<file path="config.mk">
export PLATFORM = sky130hd
export DESIGN_NAME = rvc_fetch_aligner
export DESIGN_NICKNAME = d
export VERILOG_FILES = /design/src/rtl/rvc_fetch_aligner.sv
export SDC_FILE = /design/constraint.sdc
export NUM_CORES = 1
export LEC_CHECK = 0
export ABC_CLOCK_PERIOD_IN_PS = 9270
export CORE_ASPECT_RATIO = 0.6
export CORE_MARGIN = 2
export CORE_UTILIZATION = 44
export CTS_BUF_LIST = sky130_fd_sc_hd__clkbuf_8
export CTS_CLUSTER_DIAMETER = 40
export DETAILED_ROUTE_END_ITERATION = 8
export GPL_TIMING_DRIVEN = 1
export PLACE_DENSITY = 0.69
export SYNTH_ARGS = -nofsm -noshare
export SYNTH_HDL_FRONTEND = slang
export SYNTH_SLANG_ARGS = --single-unit
</file>
<file path="constraint.sdc">
create_clock -name clk -period 9.27 [get_ports clk]
set_input_delay 2.781 -clock clk [delete_from_list [all_inputs] [get_ports clk]]
set_output_delay 2.781 -clock clk [all_outputs]
set_load 0.05 [all_outputs]
</file>
<file path="src/rtl/rvc_fetch_aligner.sv">
// Fetch-to-decode instruction aligner: buffers 32-bit fetch words as halfwords and
// presents one 16-bit or 32-bit raw instruction per handshake, with its PC.
module rvc_fetch_aligner #(
    parameter int              XLEN     = 32,
    parameter logic [XLEN-1:0] RESET_PC = '0
) (
    input  logic            clk,
    input  logic            reset_n,
    input  logic            flush,
    input  logic [XLEN-1:0] flush_pc,
    input  logic            in_valid,
    output logic            in_ready,
    input  logic [31:0]     in_word,
    output logic            out_valid,
    input  logic            out_ready,
    output logic [31:0]     out_instr,
    output logic            out_is_compressed,
    output logic [XLEN-1:0] out_pc,
    output logic [2:0]      buf_count
);

    logic [15:0]     buf_q [4];
    logic [15:0]     buf_d [4];
    logic [2:0]      count_q, count_d;
    logic [XLEN-1:0] head_pc_q, head_pc_d;
    logic            skip_low_q, skip_low_d;

    logic            head_is_c;
    logic            push, pop;
    logic [2:0]      push_n, pop_n, rem;

    // A 32-bit instruction is only offered once both of its halfwords are buffered.
    assign head_is_c = (buf_q[0][1:0] != 2'b11);

    assign in_ready          = (count_q <= 3'd2) && !flush;
    assign out_valid         = !flush && (head_is_c ? (count_q >= 3'd1) : (count_q >= 3'd2));
    assign out_instr         = head_is_c ? {16'h0000, buf_q[0]} : {buf_q[1], buf_q[0]};
    assign out_is_compressed = (count_q != 3'd0) && head_is_c;
    assign out_pc            = head_pc_q;
    assign buf_count         = count_q;

    assign push   = in_valid && in_ready;
    assign pop    = out_valid && out_ready;
    assign push_n = !push ? 3'd0 : (skip_low_q ? 3'd1 : 3'd2);
    assign pop_n  = !pop  ? 3'd0 : (head_is_c  ? 3'd1 : 3'd2);
    assign rem    = count_q - pop_n;

    always_comb begin
        // NOTE: every signal written here gets a default first, so no path can infer a latch.
        for (int i = 0; i < 4; i++) buf_d[i] = buf_q[i];
        count_d    = count_q;
        head_pc_d  = head_pc_q;
        skip_low_d = skip_low_q;

        if (flush) begin
            count_d    = 3'd0;
            head_pc_d  = flush_pc;
            skip_low_d = flush_pc[1];
        end else begin
            // Shift out consumed halfwords so the survivors stay in order from index 0.
            if (pop_n == 3'd1) begin
                for (int i = 0; i < 3; i++) buf_d[i] = buf_q[i+1];
            end else if (pop_n == 3'd2) begin
                for (int i = 0; i < 2; i++) buf_d[i] = buf_q[i+2];
            end

            if (push) begin
                for (int i = 0; i < 4; i++) begin
                    if (skip_low_q) begin
                        if (3'(i) == rem) buf_d[i] = in_word[31:16];
                    end else begin
                        if (3'(i) == rem)         buf_d[i] = in_word[15:0];
                        if (3'(i) == rem + 3'd1)  buf_d[i] = in_word[31:16];
                    end
                end
                skip_low_d = 1'b0;
            end

            count_d = rem + push_n;
            if (pop) head_pc_d = head_pc_q + (head_is_c ? XLEN'(2) : XLEN'(4));
        end
    end

    always_ff @(posedge clk or negedge reset_n) begin
        if (!reset_n) begin
            count_q    <= 3'd0;
            head_pc_q  <= RESET_PC;
            skip_low_q <= RESET_PC[1];
            // NOTE: the buffer is cleared too so out_instr reads zero while in reset.
            for (int i = 0; i < 4; i++) buf_q[i] <= 16'h0000;
        end else begin
            // NOTE: state registers use non-blocking assignments only.
            count_q    <= count_d;
            head_pc_q  <= head_pc_d;
            skip_low_q <= skip_low_d;
            for (int i = 0; i < 4; i++) buf_q[i] <= buf_d[i];
        end
    end

endmodule

</file>
==> metrics.md, run 1 <==
| Metric | Value |
|---|---|
| Fmax achieved | 0.133 GHz |
| Pwr/cell area | 318 nW/um^2 |
| Switching Share | 52.9% |
| Minimum clock period | 7510 ps |
| Root Driver | clkbuf_8 |
| Max clock buf depth | 2 |
| Placer's final routability congestion estimate | 0.927 |
| #FFs+latches synth | 100 |
| Hold Fails Final Rpt | 0 |
| CTS hold repair buffers | 0 |
| Largest net degree at the start of global routing | 60 |
| Post-detailed-routing wire length | 25700 um |
| HPWL after detailed placement | 17500 um |
| Leading area contributor after synthesis | dfrtp_1 |
| Placed inst area | 8840 sq um |
| Vias in the first global route | 6977 |
| Area occupied by registers | 2500 sq um |
| TritonCTS clock tree | built |
| Synth cell types | 60 |
| Resize count post-CTS | 0 |
| GRT Overall Usage | 28.8% |
| Setup ws final | 1760 ps |
| Initial DRC Count | 1125 |
| Post-synth EDFFs | 0 |
| Slowest cell on crit path | a21oi_2 |
| Synth Instances | 936 |
| Setup slack at placement | 1490 ps |
| Worst path max stage delay | 1010 ps |
| Critical Path, Cell by Cell | clkdlybuf4s50_1 -> nor2b_1 -> nor3b_2 -> buf_4 -> ha_1 -> inv_1 -> fa_1 -> xnor2_2 -> buf_4 -> clkinv_1 -> ha_1 -> and2_1 -> a21oi_2 -> mux2i_1 -> o21ai_0 |
| H-tree depth | 3 |
| Synthesized area | 7420 sq um |
| Num rows | 36 |
| Synth warn | 0 |
| Worst relative slew slack | 12.5% |
| RSZ-0062 raised after global routing | false |
| Crit end category | flip-flop |
| Post-synth top area share | 33.7% |
| # IOs | 139 |
| Peak-usage layer in the global routing report | met1 |
| Final worst-path cycle share | 81.0% |
| Hold WS | 521 ps |
| Critical Path Start Type | primary input |
| Die ar. | 17900 sq um |
| Number of port buffers | 138 |
| Kind of critical path | primary input to flip-flop |
| GR Util met3 | 5.91% |
| Avg Inst Size Synth | 7.92 sq um |
| Hold crit path type | flip-flop to flip-flop |
| Core ar. | 16400 sq um |
| Reg power frac | 24.7% |
| Final slew viol count | 0 |
| Worst Tran Pin Value | 1310 ps |
| Area contributors post-synth | dfrtp_1 34%, nand2_1 7.2%, a21oi_1 4.7% |
| Global-route wire length before repair | 40400 um |
| P&R area growth vs syn | 21.9% |
| N_diodes | 0 |
| Logic pwr share | 64.8% |
| Final instance area | 9040 sq um |
| Nets | 1088 |
| Post-CTS Setup Inserts | 0 |
| Drt wl/cell | 20.6 um |
| TNS Setup | 0 ps |
| ANT nets after route | 0 |
| Post-route DRC | 0 |
| DRT Pass-1 Iters | 6 |
| Peak VDD IR | 149 uV |
| Global Route met1 Usage | 47.0% |
| Outcome | finished clean |
| Share of layout cells above drive strength 1 | 8.27% |
| Max-cap violations | 0 |
| Setup violators final | 0 |
| Largest fanout on the critical path | 23 |
| Multi-input gate area | 4420 sq um |
| Ys async rst share | 100% |
| Met2 GRT Util | 38.0% |
| Initial antenna violation count | 0 |
| Vias | 7630 |
| Required time of the critical path | 9480 ps |
| Clock Power Share | 10.5% |
| Leakage | 3.61 nW |
| Ys flop type | dfrtp_1 |
| Die width | 172 um |
| Clk sinks | 100 |
| Fillers | 1519 |
| Register area share after synthesis | 33.7% |
| Vias per Instance | 6.13 |
| Post-route clock skew | 18.9 ps |
| Critical Path AT | 7720 ps |
| CTS buffer count | 9 |
| Later-pin clock latency in the skew report | 390 ps |
| Sw power | 1.52 mW |
| Clk slew on worst S/H paths | 100 ps |
| Die height | 105 um |
| Top delay family on crit path | buffers and inverters |
| Starting Density | 45.4% |
| Grt total ovfl | 0 |
| P_int | 1.35 mW |
| Syn nets | 1013 |
| Worst Path Buf+Inv | 5 |
==> Yosys cell counts, types with 24 or more instances <==
cell and count:
mux2i_1 28, a21oi_1 70, nor3_1 38, o22ai_1 32
o221ai_1 24, nand2_1 142, o21ai_0 65, nor2_1 60
clkbuf_1 69, mux2_2 27, and3_1 25, dfrtp_1 100
==> registers in the layout (all words and copies together), names as in the netlist <==
register and flops:
buf_count 3, buf_q 64, out_pc 32, skip_low_q 1
==> layer usage <==
metal,vias up,part of all wire (%)
met2,408,40
met4,0,0.96
met1,3622,48
met3,29,11
met5,-,0
li1,3571,-
==> layout by cell type, fill, tap and decap left out, types with 24 or more instances in the layout <==
master | Yosys | final
nor3_1 | 38 | 38
dfrtp_1 | 100 | 100
nor2_1 | 60 | 60
o22ai_1 | 32 | 32
mux2i_1 | 28 | 28
nand2_1 | 142 | 142
and3_1 | 25 | 25
o21ai_0 | 65 | 63
clkdlybuf4s50_1 | 0 | 136
mux2_2 | 27 | 27
a21oi_1 | 70 | 69
o221ai_1 | 24 | 24
==> through the flow <==
stage	cells	total power, mW	utilization (%)
floorplan	936	1.99	-
global placement	1228	2.51	54.0
detailed placement	1228	2.53	54.0
CTS	1244	2.83	55.3
global route	1244	3.05	55.3
finish	1244	2.87	55.3
==> path summary, 6_finish.rpt <==
path                       depth (start not counted)      start  slack, ps    endpoint
hold / removal                                     1  out_pc[0]        520   out_pc[0]
max in group asynchronous                          2    reset_n       5690  out_pc[20]
setup / recovery                                  15  out_ready       1760   buf_q[14]
setup reg to reg                                  17  buf_q[49]       3660   buf_q[14]
min in group asynchronous                          1    reset_n       2480   buf_q[63]
hold reg to reg                                    1  out_pc[0]        520   out_pc[0]
==> cell families (layout without fill, tap and decap cells) <==
kind of cell	Yosys count	after routing	share of synthesized area, %
AND/OR/NAND/NOR	334	334	20.9
AO/OA/AOI/OAI	298	298	26.3
adder cells (fa/ha/maj)	8	8	1.65
buffers and inverters	120	200	7.07
multiplexers	55	55	7.88
XOR/XNOR	21	21	2.48
flip-flops	100	100	33.7
==> power by group through the flow <==
stage                     Clock (mW)  Combinational, mW  Sequential (mW)
final                          0.302               1.86            0.709
after global routing           0.322               2.00            0.728
after CTS                      0.304               1.82            0.704
after detailed placement           0               1.81            0.712
after global placement             0               1.79            0.713
after floorplan                    0               1.25            0.741
==> layout make-up <==
class,count,share of cell area [%]
clock buffer,10,1.52
clock inverter,6,0.706
inverter,24,0.997
multi-input combinational,716,48.9
sequential,100,27.7
tap,228,3.16
timing repair buffer,160,17.0
Note: power is estimated with default switching activity, not from simulation.
==> run 2: changes to the inputs <==
--- a/config.mk
+++ b/config.mk
@@ -5,7 +5,7 @@
 export SDC_FILE = /design/constraint.sdc
 export NUM_CORES = 1
 export LEC_CHECK = 0
-export ABC_CLOCK_PERIOD_IN_PS = 9270
+export ABC_CLOCK_PERIOD_IN_PS = 6880
 export CORE_ASPECT_RATIO = 0.6
 export CORE_MARGIN = 2
 export CORE_UTILIZATION = 44
@@ -13,7 +13,7 @@
 export CTS_CLUSTER_DIAMETER = 40
 export DETAILED_ROUTE_END_ITERATION = 8
 export GPL_TIMING_DRIVEN = 1
-export PLACE_DENSITY = 0.69
+export PLACE_DENSITY = 0.72
 export SYNTH_ARGS = -nofsm -noshare
 export SYNTH_HDL_FRONTEND = slang
 export SYNTH_SLANG_ARGS = --single-unit
==> constraint.sdc (replaced) <==
create_clock -name clk -period 6.88 [get_ports clk]
set_input_delay 2.064 -clock clk [delete_from_list [all_inputs] [get_ports clk]]
set_output_delay 2.064 -clock clk [all_outputs]
set_load 0.05 [all_outputs]
==> run 2 against run 1 <==
Effect of this change:
- final cell count grew 0.48%
- setup slack lost 940 ps
- wire length shrank 0.49%
- flip-flop and latch count is the same
- non-clock buffer count grew 6
- via count grew 1.8%
- global-route usage shrank 0.28 points
- critical endpoint is now buf_q[24]
- largest power group unchanged
==> metrics.md, run 2 (same netlist as run 1, synthesis figures left out) <==
| Metric | Value |
|---|---|
| Outcome | finished clean |
| Final instance area | 9110 sq um (+0.83%) |
| Critical Path Start Type | primary input |
| Required time of the critical path | 7160 ps (-2320 ps) |
| Hold crit path type | flip-flop to flip-flop |
| Num rows | 36 (unchanged) |
| Placer's final routability congestion estimate | 0.925 (-0.26%) |
| Cell count after placement | 1234 (+0.49%) |
| Final cell count without fillers | 1250 (+0.48%) |
| Reg power frac | 25.0% (+0.3 points) |
| Number of port buffers | 138 (unchanged) |
| P_int | 1.88 mW (+39%) |
| Initial antenna violation count | 0 (unchanged) |
| Final Util | 55.7% (+0.46 points) |
| Pwr/cell area | 432 nW/um^2 (+36%) |
| Vias per Instance | 6.21 (+1.3%) |
| Crit end category | flip-flop |
| Peak VDD IR | 202 uV (+36%) |
| Setup violators final | 0 (unchanged) |
| Most frequent cells in the layout | 142 x nand2_1, 136 x clkdlybuf4s50_1, 100 x dfrtp_1, 69 x a21oi_1, 63 x o21ai_0 |
| Most common cell after layout, fill and taps aside | nand2_1 |
| Nets | 1094 (+0.55%) |
| Root Driver | clkbuf_8 |
| Post-route clock skew | 11.1 ps (-7.75 ps) |
| Starting Density | 45.4% (unchanged) |
| Resize count post-CTS | 0 (unchanged) |
| ANT nets after route | 0 (unchanged) |
| Kind of critical path | primary input to flip-flop |
| TritonCTS clock tree | built |
| Clk sinks | 100 (unchanged) |
| Global-route wire length before repair | 40000 um (-0.87%) |
| DRT Pass-1 Iters | 5 (-1) |
| Vias | 7766 (+1.8%) |
| Placed inst area | 8890 sq um (+0.57%) |
| Max clock buf depth | 2 (unchanged) |
| Initial DRC Count | 970 (-14%) |
| Final slew viol count | 0 (unchanged) |
| Logic pwr share | 63.8% (-1.0 points) |
| Worst R2R Setup Slack | 1720 ps (-1940 ps) |
| GRT Overall Usage | 28.5% (-0.28 points) |
| Grt total ovfl | 0 (unchanged) |
| Leakage | 3.65 nW (+1.1%) |
| Peak-usage layer in the global routing report | met1 |
| Most flop-heavy register | buf_q |
| Critical Path AT | 6340 ps (-1380 ps) |
| TNS Setup | 0 ps (unchanged) |
| Largest fanout on the critical path | 12 (-48%) |
| # IOs | 139 (unchanged) |
| Largest net degree at the start of global routing | 61 (+1.7%) |
| Max-cap violations | 0 (unchanged) |
| RSZ-0062 raised after global routing | false |
| H-tree depth | 3 (unchanged) |
| GR Util met3 | 7.84% (+1.9 points) |
| Later-pin clock latency in the skew report | 390 ps (about the same) |
| Max reg flops | 64 (unchanged) |
| Minimum clock period | 6050 ps |
| Die ar. | 17900 sq um (unchanged) |
| Hold Fails Final Rpt | 0 (unchanged) |
| Die width | 172 um (unchanged) |
| CTS buffer count | 9 (unchanged) |
| Post-route DRC | 0 (unchanged) |
| Post-detailed-routing wire length | 25500 um (-0.49%) |
| P&R area growth vs syn | 22.9% |
| Global Route met1 Usage | 43.8% (-3.2 points) |
| Clk slew on worst S/H paths | 100 ps (about the same) |
| CTS hold repair buffers | 0 (unchanged) |
| Worst Tran Pin Value | 1130 ps (-187 ps) |
| Core ar. | 16400 sq um (unchanged) |
| Vias in the first global route | 7165 (+2.7%) |
| Sw power | 2.05 mW (+35%) |
| Drt wl/cell | 20.4 um (-0.97%) |
| Share of layout cells above drive strength 1 | 8.90% (+0.64 points) |
| HPWL after detailed placement | 17400 um (-0.57%) |
| Die height | 105 um (unchanged) |
| Final worst-path cycle share | 88.0% |
| Clock Power Share | 11.2% (+0.7 points) |
| Met2 GRT Util | 38.3% (+0.32 points) |
| N_diodes | 0 (unchanged) |
| Switching Share | 52.1% (-0.76 points) |
| Worst relative slew slack | 24.9% (+12 points) |
| Fmax achieved | 0.165 GHz |
| Post-CTS Setup Inserts | 0 (unchanged) |
==> run 2: cell count changes in the layout (fill, tap and decap cells not counted), sizes merged <==
cell,previous run,this run
inv,23,22
bufinv,1,2
buf,24,30
==> run 2: power groups by stage <==
stage,sequential (mW),combinational (mW),clock (mW)
floorplan,0.999,1.68,0
global placement,0.980,2.42,0
detailed placement,0.981,2.46,0
CTS,0.972,2.46,0.447
global route,1.01,2.69,0.471
finish,0.982,2.51,0.441
==> run 2: layout make-up <==
| type | instances | area, sq um |
|---|---|---|
| fillers | 1480 | 7240 |
| well taps | 228 | 285 |
| multi-input cells | 716 | 4430 |
| clock buffers | 10 | 138 |
| repair buffers | 166 | 1580 |
| flip-flops and latches | 100 | 2500 |
| inverters | 24 | 90.1 |
| clock inverters | 6 | 88.8 |
==> run 2: worst max-delay path, stage by stage <==
cell	delay [ps]
clkdlybuf4s50_1	530
nor2b_1	310
nor3b_2	260
ha_1	180
inv_1	50
fa_1	420
xnor2_2	170
clkinv_1	270
ha_1	460
or3b_2	630
nor2_1	500
a21oi_1	100
o32ai_1	320
nand2_1	80
==> run 2: path summary, 6_finish.rpt <==
| kind | startpoint | end | cells past startpoint |
|---|---|---|---|
| max reg2reg | buf_q[48] | buf_q[24] | 15 |
| max | out_ready | buf_q[24] | 14 |
| min in group asynchronous | reset_n | out_pc[12] | 1 |
| min | out_pc[0] | out_pc[0] | 1 |
| max in group asynchronous | reset_n | out_pc[2] | 2 |
| min reg2reg | out_pc[0] | out_pc[0] | 1 |
==> run 2: stage by stage <==
step / power [mW] / setup WS, ps / hold slack (ps)
after floorplan: 2.68 / 721 / 459
after global placement: 3.40 / 665 / 484
after detailed placement: 3.44 / 548 / 497
after CTS: 3.88 / 951 / 521
after global routing: 4.16 / 560 / 547
final: 3.94 / 826 / 516
==> run 2: layer usage <==
layer / vias to the layer above / wire length (um)
met1: 3686 / 12000
met2: 446 / 10200
li1: 3589 / -
met5: - / 0
met4: 0 / 478
met3: 45 / 2850
